**src/rtl/pn_pkg.sv**
```systemverilog
// rtl/pn_pkg.sv - opcodes, error codes and FSM state encoding for pn_stack_eval
package pn_pkg;

  localparam logic [1:0] OP_ADD = 2'd0;
  localparam logic [1:0] OP_SUB = 2'd1;
  localparam logic [1:0] OP_MUL = 2'd2;
  localparam logic [1:0] OP_ABS = 2'd3;

  localparam logic [2:0] ERR_OK        = 3'd0;
  localparam logic [2:0] ERR_UNDERFLOW = 3'd1;
  localparam logic [2:0] ERR_OVERFLOW  = 3'd2;
  localparam logic [2:0] ERR_TOKLEN    = 3'd3;
  localparam logic [2:0] ERR_BADOP     = 3'd4;
  localparam logic [2:0] ERR_LEFTOVER  = 3'd5;

  typedef enum logic [2:0] {
    ST_IDLE   = 3'd0,
    ST_RECV   = 3'd1,
    ST_EVAL   = 3'd2,
    ST_FINISH = 3'd3,
    ST_OUT    = 3'd4
  } state_t;

endpackage

```
**src/rtl/pn_stack_eval_if.sv**
```systemverilog
// rtl/pn_stack_eval_if.sv - token input / result output bundle for pn_stack_eval
interface pn_stack_eval_if #(
  parameter int DW  = 32,
  parameter int OPW = 3
);
  logic           in_valid;
  logic           mode;
  logic           operator;
  logic [OPW-1:0] in;
  logic           busy;
  logic           out_valid;
  logic [DW-1:0]  out;
  logic           err;
  logic [2:0]     err_code;

  // token source side
  modport master (
    output in_valid, mode, operator, in,
    input  busy, out_valid, out, err, err_code
  );

  // evaluator side
  modport slave (
    input  in_valid, mode, operator, in,
    output busy, out_valid, out, err, err_code
  );
endinterface

```
**src/rtl/pn_alu.sv**
```systemverilog
// rtl/pn_alu.sv - combinational two-operand ALU; PN_SAT_EN selects saturating arithmetic
module pn_alu
  import pn_pkg::*;
#(
  parameter int DW  = 32,
  parameter int OPW = 3
) (
  input  logic [DW-1:0]  a,
  input  logic [DW-1:0]  b,
  input  logic [OPW-1:0] opcode,
  output logic [DW-1:0]  res,
  output logic           bad_op
);
  logic [DW-1:0] sum_r, dif_r, prod_r, abs_r;

`ifdef PN_SAT_EN
  localparam logic [DW-1:0] MAX_POS = {1'b0, {(DW-1){1'b1}}};
  localparam logic [DW-1:0] MAX_NEG = {1'b1, {(DW-1){1'b0}}};

  logic [DW:0]     sum_x, dif_x;
  logic [2*DW-1:0] prod_x;

  // a DW+1 bit result overflowed when its top two bits disagree
  function automatic logic [DW-1:0] clamp1(input logic [DW:0] v);
    if (v[DW] != v[DW-1]) return v[DW] ? MAX_NEG : MAX_POS;
    return v[DW-1:0];
  endfunction

  // exact-width results clamped into the signed DW range
  always_comb begin
    sum_x  = {a[DW-1], a} + {b[DW-1], b};
    dif_x  = {a[DW-1], a} - {b[DW-1], b};
    prod_x = $signed({{DW{a[DW-1]}}, a}) * $signed({{DW{b[DW-1]}}, b});
    sum_r  = clamp1(sum_x);
    dif_r  = clamp1(dif_x);
    if ((&prod_x[2*DW-1:DW-1]) || !(|prod_x[2*DW-1:DW-1])) prod_r = prod_x[DW-1:0];
    else prod_r = prod_x[2*DW-1] ? MAX_NEG : MAX_POS;
    if (sum_r[DW-1]) abs_r = (sum_r == MAX_NEG) ? MAX_POS : -sum_r;
    else abs_r = sum_r;
  end
`else
  // modulo 2^DW results; negating most-negative leaves it unchanged
  always_comb begin
    sum_r  = a + b;
    dif_r  = a - b;
    prod_r = a * b;
    abs_r  = sum_r[DW-1] ? -sum_r : sum_r;
  end
`endif

  // opcode select; anything above 3 is reported as a bad opcode
  always_comb begin
    bad_op = |(opcode >> 2);
    case (opcode[1:0])
      OP_ADD:  res = sum_r;
      OP_SUB:  res = dif_r;
      OP_MUL:  res = prod_r;
      OP_ABS:  res = abs_r;
      default: res = sum_r;
    endcase
  end
endmodule

```
**src/rtl/pn_stack_eval.sv**
```systemverilog
// rtl/pn_stack_eval.sv - Polish-notation expression evaluator (PN_SAT_EN: saturating ALU)
module pn_stack_eval
  import pn_pkg::*;
#(
  parameter int DW        = 32,
  parameter int OPW       = 3,
  parameter int MAX_TOK   = 16,
  parameter int STK_DEPTH = 8
) (
  input logic            clk,
  input logic            rst_n,
  pn_stack_eval_if.slave bus
);
  localparam int SPW = $clog2(STK_DEPTH + 1);
  localparam int SIW = $clog2(STK_DEPTH);
  localparam int TCW = $clog2(MAX_TOK + 1);
  localparam int TIW = $clog2(MAX_TOK);
  localparam logic [SPW-1:0] SP_FULL  = SPW'(STK_DEPTH);
  localparam logic [TCW-1:0] TOK_FULL = TCW'(MAX_TOK);

  state_t         state, state_nx;
  logic           mode_q;
  logic [TCW-1:0] tok_cnt, tok_nx;
  logic [SPW-1:0] sp, sp_nx;
  logic [2:0]     err_q, err_nx;
  logic [OPW:0]   tok_buf [MAX_TOK];
  logic [DW-1:0]  stk [STK_DEPTH];

  logic           accept, cur_post, buf_full, rev, eval_now, buf_we;
  logic           t_op;
  logic [OPW-1:0] t_val;
  logic [SIW-1:0] top_i, below_i, stk_wi;
  logic           stk_we;
  logic [DW-1:0]  stk_wd, alu_a, alu_b, alu_res;
  logic           alu_bad;

  // token source and stack addressing; prefix scan swaps the operand roles
  always_comb begin
    accept   = bus.in_valid && (state == ST_IDLE || state == ST_RECV);
    cur_post = (state == ST_IDLE) ? bus.mode : mode_q;
    buf_full = (tok_cnt == TOK_FULL);
    rev      = (state == ST_EVAL);
    eval_now = rev || (accept && cur_post && !buf_full);
    buf_we   = accept && !cur_post && !buf_full;
    if (rev) {t_op, t_val} = tok_buf[TIW'(tok_cnt - TCW'(1))];
    else begin
      t_op  = bus.operator;
      t_val = bus.in;
    end
    top_i   = SIW'(sp - SPW'(1));
    below_i = SIW'(sp - SPW'(2));
    alu_a   = rev ? stk[top_i] : stk[below_i];
    alu_b   = rev ? stk[below_i] : stk[top_i];
  end

  pn_alu #(.DW(DW), .OPW(OPW)) u_alu (
    .a      (alu_a),
    .b      (alu_b),
    .opcode (t_val),
    .res    (alu_res),
    .bad_op (alu_bad)
  );

  // effect of one token on stack, stack pointer and first-error latch
  always_comb begin
    stk_we = 1'b0;
    stk_wi = SIW'(sp);
    stk_wd = {{(DW-OPW){1'b0}}, t_val};
    sp_nx  = sp;
    err_nx = err_q;
    tok_nx = tok_cnt;
    if (eval_now && err_q == ERR_OK) begin
      if (!t_op) begin
        if (sp == SP_FULL) err_nx = ERR_OVERFLOW;
        else begin
          stk_we = 1'b1;
          sp_nx  = sp + SPW'(1);
        end
      end else if (alu_bad) err_nx = ERR_BADOP;
      else if (sp < SPW'(2)) err_nx = ERR_UNDERFLOW;
      else begin
        stk_we = 1'b1;
        stk_wi = below_i;
        stk_wd = alu_res;
        sp_nx  = sp - SPW'(1);
      end
    end else if (accept && buf_full && err_q == ERR_OK) begin
      err_nx = ERR_TOKLEN;
    end
    if (accept && !buf_full) tok_nx = tok_cnt + TCW'(1);
    if (rev) tok_nx = tok_cnt - TCW'(1);
    if (state == ST_FINISH && err_q == ERR_OK && sp != SPW'(1)) err_nx = ERR_LEFTOVER;
    if (state == ST_OUT) begin
      sp_nx  = '0;
      err_nx = ERR_OK;
      tok_nx = '0;
    end
  end

  // control registers, cleared asynchronously so a reset drops any partial result
  always_ff @(posedge clk or negedge rst_n) begin
    if (!rst_n) begin
      state   <= ST_IDLE;
      sp      <= '0;
      err_q   <= ERR_OK;
      tok_cnt <= '0;
      mode_q  <= 1'b0;
    end else begin
      state   <= state_nx;
      sp      <= sp_nx;
      err_q   <= err_nx;
      tok_cnt <= tok_nx;
      if (state == ST_IDLE && bus.in_valid) mode_q <= bus.mode;
    end
  end

  // stack and prefix token storage; contents only matter once written
  always_ff @(posedge clk) begin
    if (stk_we) stk[stk_wi] <= stk_wd;
    if (buf_we) tok_buf[TIW'(tok_cnt)] <= {bus.operator, bus.in};
  end

  // next state and result outputs
  always_comb begin
    state_nx      = state;
    bus.busy      = (state != ST_IDLE);
    bus.out_valid = (state == ST_OUT);
    bus.err       = 1'b0;
    bus.err_code  = ERR_OK;
    bus.out       = '0;
    case (state)
      ST_IDLE:   if (bus.in_valid) state_nx = ST_RECV;
      ST_RECV:   if (!bus.in_valid) state_nx = mode_q ? ST_FINISH : ST_EVAL;
      ST_EVAL:   if (tok_cnt <= TCW'(1)) state_nx = ST_FINISH;
      ST_FINISH: state_nx = ST_OUT;
      ST_OUT: begin
        state_nx     = ST_IDLE;
        bus.err      = (err_q != ERR_OK);
        bus.err_code = err_q;
        if (err_q == ERR_OK) bus.out = stk[0];
      end
      default:   state_nx = ST_IDLE;
    endcase
  end
endmodule
```
**src/flat_wrapper.sv**
```systemverilog
// flat-port wrapper written by rule: the top's interface ports become plain ports
module pn_stack_eval_flat import pn_pkg::*;
#(
  parameter int DW        = 32,
  parameter int OPW       = 3,
  parameter int MAX_TOK   = 16,
  parameter int STK_DEPTH = 8
)
  (clk, rst_n, bus_in_valid, bus_mode, bus_operator, bus_in, bus_busy, bus_out_valid, bus_out, bus_err, bus_err_code);
  pn_stack_eval_if #(.DW(DW), .OPW(OPW)) bus_i ();
  input logic clk;
  input logic rst_n;
  input wire logic [$bits(bus_i.in_valid)-1:0] bus_in_valid;
  input wire logic [$bits(bus_i.mode)-1:0] bus_mode;
  input wire logic [$bits(bus_i.operator)-1:0] bus_operator;
  input wire logic [$bits(bus_i.in)-1:0] bus_in;
  output wire logic [$bits(bus_i.busy)-1:0] bus_busy;
  output wire logic [$bits(bus_i.out_valid)-1:0] bus_out_valid;
  output wire logic [$bits(bus_i.out)-1:0] bus_out;
  output wire logic [$bits(bus_i.err)-1:0] bus_err;
  output wire logic [$bits(bus_i.err_code)-1:0] bus_err_code;
  assign bus_i.in_valid = bus_in_valid;
  assign bus_i.mode = bus_mode;
  assign bus_i.operator = bus_operator;
  assign bus_i.in = bus_in;
  assign bus_busy = bus_i.busy;
  assign bus_out_valid = bus_i.out_valid;
  assign bus_out = bus_i.out;
  assign bus_err = bus_i.err;
  assign bus_err_code = bus_i.err_code;
  pn_stack_eval #(.DW(DW), .OPW(OPW), .MAX_TOK(MAX_TOK), .STK_DEPTH(STK_DEPTH)) u_core (.clk(clk), .rst_n(rst_n), .bus(bus_i));
endmodule
```
**config.mk**
```make
export PLATFORM = sky130hd
export DESIGN_NAME = pn_stack_eval_flat
export DESIGN_NICKNAME = d
export VERILOG_FILES = /design/src/rtl/pn_pkg.sv /design/src/rtl/pn_stack_eval_if.sv /design/src/rtl/pn_alu.sv /design/src/rtl/pn_stack_eval.sv /design/src/flat_wrapper.sv
export SDC_FILE = /design/constraint.sdc
export NUM_CORES = 2
export LEC_CHECK = 0
export BUFFER_PORTS_ARGS = -buffer_cell sky130_fd_sc_hd__buf_2
export CAP_MARGIN = 20
export CORE_ASPECT_RATIO = 0.9
export CORE_MARGIN = 10
export CORE_UTILIZATION = 65
export CTS_CLUSTER_DIAMETER = 120
export DETAILED_ROUTE_END_ITERATION = 8
export GPL_TIMING_DRIVEN = 1
export PLACE_DENSITY = 0.87
export SLEW_MARGIN = 20
export SYNTH_ARGS = -nofsm -noshare
export SYNTH_HDL_FRONTEND = slang
export SYNTH_SLANG_ARGS = --single-unit
```
**constraint.sdc**
```tcl
create_clock -name clk -period 20.9 [get_ports clk]
set_input_delay 3.135 -clock clk [delete_from_list [all_inputs] [get_ports clk]]
set_output_delay 3.135 -clock clk [all_outputs]
set_load 0.05 [all_outputs]
```
==> qor.tcl <==
set qor(via_count_of_the_first_global_routing_pass) 28800
set qor(timing.hold.worst.start) {u_core.err_q[0]$_DFFE_PN0P_}
set qor(max_slew_margin) 0.1742
set qor(fin_crit_period_ns) 12.30
set qor(yosys_most_used_dff) {edfxtp_1}
set qor(io-pin-count) 46
set qor(grt_antenna_before_repair) 0
set qor(die_y_um) 244.0
set qor(route.final.wire_length_um) 114600
set qor(initial_utilization) 0.6540
set qor(clock_tree.htree_level_count) 1
set qor(die_w_um) 268.9
set qor(area_added_between_synthesis_and_finish_pct) 4.890
set qor(synthesis_warning_total) 0
set qor(fmax_mhz) 81.28
set qor(grt_max_degree) 67
set qor(ys_async_sr_fraction) 0.04762
set qor(max_cap_violations) 0
set qor(critical_path_arrival_ns) 12.58
set qor(drt_pre_antenna_iters) 6
set qor(grt-ovfl-total) 0
set qor(final-setup-viol-count) 0
set qor(run_status) {completed}
set qor(required_ns) 21.18
set qor(drt_drc_violations_left) 0
set qor(synth.yosys.seq_area_share) 0.2762
set qor(post_synth_xor_area_fraction) 0.04258
set qor(post_synthesis_cells) 3493
set qor(synth_adder_area_share) 0.2942
set qor(cts.path.max_buffers) 3
set qor(tritoncts.num_buffers) 26
set qor(port_buffers) 45
set qor(cts_post_setup_buffers_inserted) 0
set qor(drt.antenna.violating_nets) 0
set qor(cts.clk_slew.worst_paths_ns) 0.08
set qor(worst_path_dominant_cell_family) {adder cells}
set qor(synth_nets) 4107
set qor(final_hold_viol_count) 0
set qor(critical_path_class) {reg2reg}
set qor(postCtsHoldBufs) 0
set qor(via_count) 28760
set qor(setup_repair_after_global_routing_missed_its_margin) {no}
set qor(antenna_cells) 0
set qor(clkSinkCount) 336
set qor(muxShareOfSynthArea) 0.1161
set qor(post_synth_and_or_nand_nor_area_fraction) 0.1232
set qor(tritoncts) {yes}
set qor(critPathMostFrequentCell) {fa_1}
set qor(grt_first_pass_wirelength_um) 175600
set qor(die_area_um2) 65600
set qor(track_usage) 0.3539
set qor(final_layout_size_suffix_gt1_frac) 0.1077
set qor(syn-cell-area_um2) 36230
set qor(post_drt_via_cell_ratio) 6.855
set qor(finClkSkew_ns) 0.02825
set qor(number_of_synthesized_flops_with_an_enable_pin) 320
set qor(globalplace.congestion) 1.068
set qor(timing_max_transition_violations_final) 0
set qor(finalCritPeriodShare) 0.5886
set qor(worst_pin_slew_ns) 1.231
set qor(routedWlPerCell_um) 27.32
set qor(holdCritPathClass) {reg2reg}
set qor(clock_latency_ns) 0.58
set qor(cpMaxStageDelayCell) {a2111oi_1}
set qor(synth-compound-area-share) 0.07082
set qor(first_iter_violations) 4598
set qor(cpPeakStageDelay_ns) 0.76
set qor(critical_r2r_launch) {u_core.sp[1]$_DFFE_PN0P_}
set qor(core-area_um2) 55400
set qor(critical_path.startpoint) {u_core.sp[1]$_DFFE_PN0P_}
set qor(final_common_cell) {inv_1}
set qor(timing.critical_path.buf_inv) 8
set qor(synth_seq_cells) 336
set qor(final_nets) 4076
set qor(row_count) 82
set qor(cts_repair_resize_count) 0
set qor(ys_types) 88
set qor(final_cell_mix) {inv_1, nor2_1, fa_1, nand2_1, edfxtp_1}
set qor(totalNegativeSetupSlack_ns) 0
set qor(critical_path.endpoint_type) {register}
set qor(startpoint_type) {register}
set qor(detailedPlacementHpwl_um) 81960
set qor(avgSynthCellArea_um2) 10.37
set qor(synth_top_family_by_area) {adder cells}
set qor(cts_root_buffer) {clkbuf_16}
set qor(worstPathMaxFanout) 66
[metal layers]
metal	GRT usage	vias to the layer above	wire, µm	part of all wire
met5	0	-	0	0
met4	0.2036	0	8866	0.077
met3	0.09993	654	16770	0.15
met2	0.5301	2556	50240	0.44
met1	0.4590	13970	38730	0.34
li1	-	11570	-	-
[registers in the layout, indices dropped and copies added, names as in the netlist]
register	cells
u_core.mode_q	1
u_core.stk	256
u_core.sp	4
u_core.tok_buf	64
u_core.tok_cnt	5
u_core.state	3
u_core.err_q	3
[worst register-to-register path: cells and delay by family (launching register included)]
family | cells | cell delay [ns]
XOR/XNOR | 1 | 0.13
flip-flops | 1 | 0.67
adder cells (fa/ha/maj) | 11 | 4.45
buffers and inverters | 8 | 2.06
AND/OR/NAND/NOR | 4 | 0.78
AO/OA/AOI/OAI | 8 | 3.14
multiplexers | 2 | 0.77
[cell usage after synthesis (6+ instances only)]
cell type,count,share of area
a211oi_1,32,0.0066
a21boi_0,7,0.0015
a21o_1,20,0.0041
a21oi_1,133,0.018
a31oi_1,22,0.0038
and2_1,28,0.0048
and3_1,40,0.0069
buf_1,14,0.0015
buf_2,24,0.0033
buf_4,17,0.0035
buf_6,9,0.0028
clkbuf_1,99,0.010
clkinv_1,10,0.0010
dfrtp_1,16,0.011
edfxtp_1,320,0.27
fa_1,410,0.23
ha_1,196,0.068
inv_1,517,0.054
inv_2,9,0.00093
mux2_2,20,0.0062
mux2i_1,68,0.019
mux4_2,145,0.090
nand2_1,357,0.037
nand2b_1,21,0.0036
nand3_1,25,0.0035
nand4_1,11,0.0019
nor2_1,457,0.047
nor2b_1,15,0.0026
nor3_1,34,0.0047
nor4_1,13,0.0022
o211ai_1,9,0.0019
o21a_1,11,0.0023
o21ai_0,74,0.010
o21ai_1,10,0.0014
o21ai_2,6,0.0015
o21bai_1,16,0.0033
or3_1,15,0.0026
xnor2_1,129,0.031
xor2_1,39,0.0094
[worst paths after layout]
kind / to / slack, ns / depth (start not counted)
setup / recovery: u_core.stk[4][31]$_DFFE_PP_ / 8.60 / 34
hold / removal: u_core.err_q[0]$_DFFE_PN0P_ / 0.59 / 2
setup reg to reg: u_core.stk[4][31]$_DFFE_PP_ / 8.60 / 34
hold reg to reg: u_core.err_q[0]$_DFFE_PN0P_ / 0.59 / 2
max in group asynchronous: u_core.sp[0]$_DFFE_PN0P_ / 18.12 / 1
min in group asynchronous: u_core.sp[1]$_DFFE_PN0P_ / 2.47 / 1
[final cells by class]
type / count / area, µm²
clock buffers: 34 / 680.7
clock inverters: 13 / 97.59
fillers: 3937 / 17400
inverters: 536 / 2012
multi-input cells: 2458 / 23630
flip-flops and latches: 336 / 10020
well taps: 714 / 893.4
repair buffers: 104 / 671.9
[cells by family (layout without fill, tap and decap cells)]
kind of cell,after synthesis,count (layout)
DFF,336,336
muxes,235,235
adders and majority gates,606,606
AOI/OAI and AO/OA,403,403
and+or+nand+nor,1042,1042
buffers and inverters,699,687
xor gates and xnor gates,172,172
[stage by stage]
| step | setup slack, ns | utilization | area (µm²) | cells | hold slack [ns] |
|---|---|---|---|---|---|
| floorplan | 10.34 | - | 36230 | 3493 | 0.5016 |
| global placement | 9.183 | 0.6712 | 37190 | 4148 | 0.5227 |
| detailed placement | 8.861 | 0.6713 | 37190 | 4148 | 0.5337 |
| CTS | 8.813 | 0.6854 | 37970 | 4195 | 0.5727 |
| global route | 8.213 | 0.6860 | 38010 | 4195 | 0.5902 |
| finish | 8.597 | 0.6860 | 38010 | 4195 | 0.5862 |
Power is not shown: default switching activity piles up to over one toggle a cycle in this logic, so the estimate is an artifact.
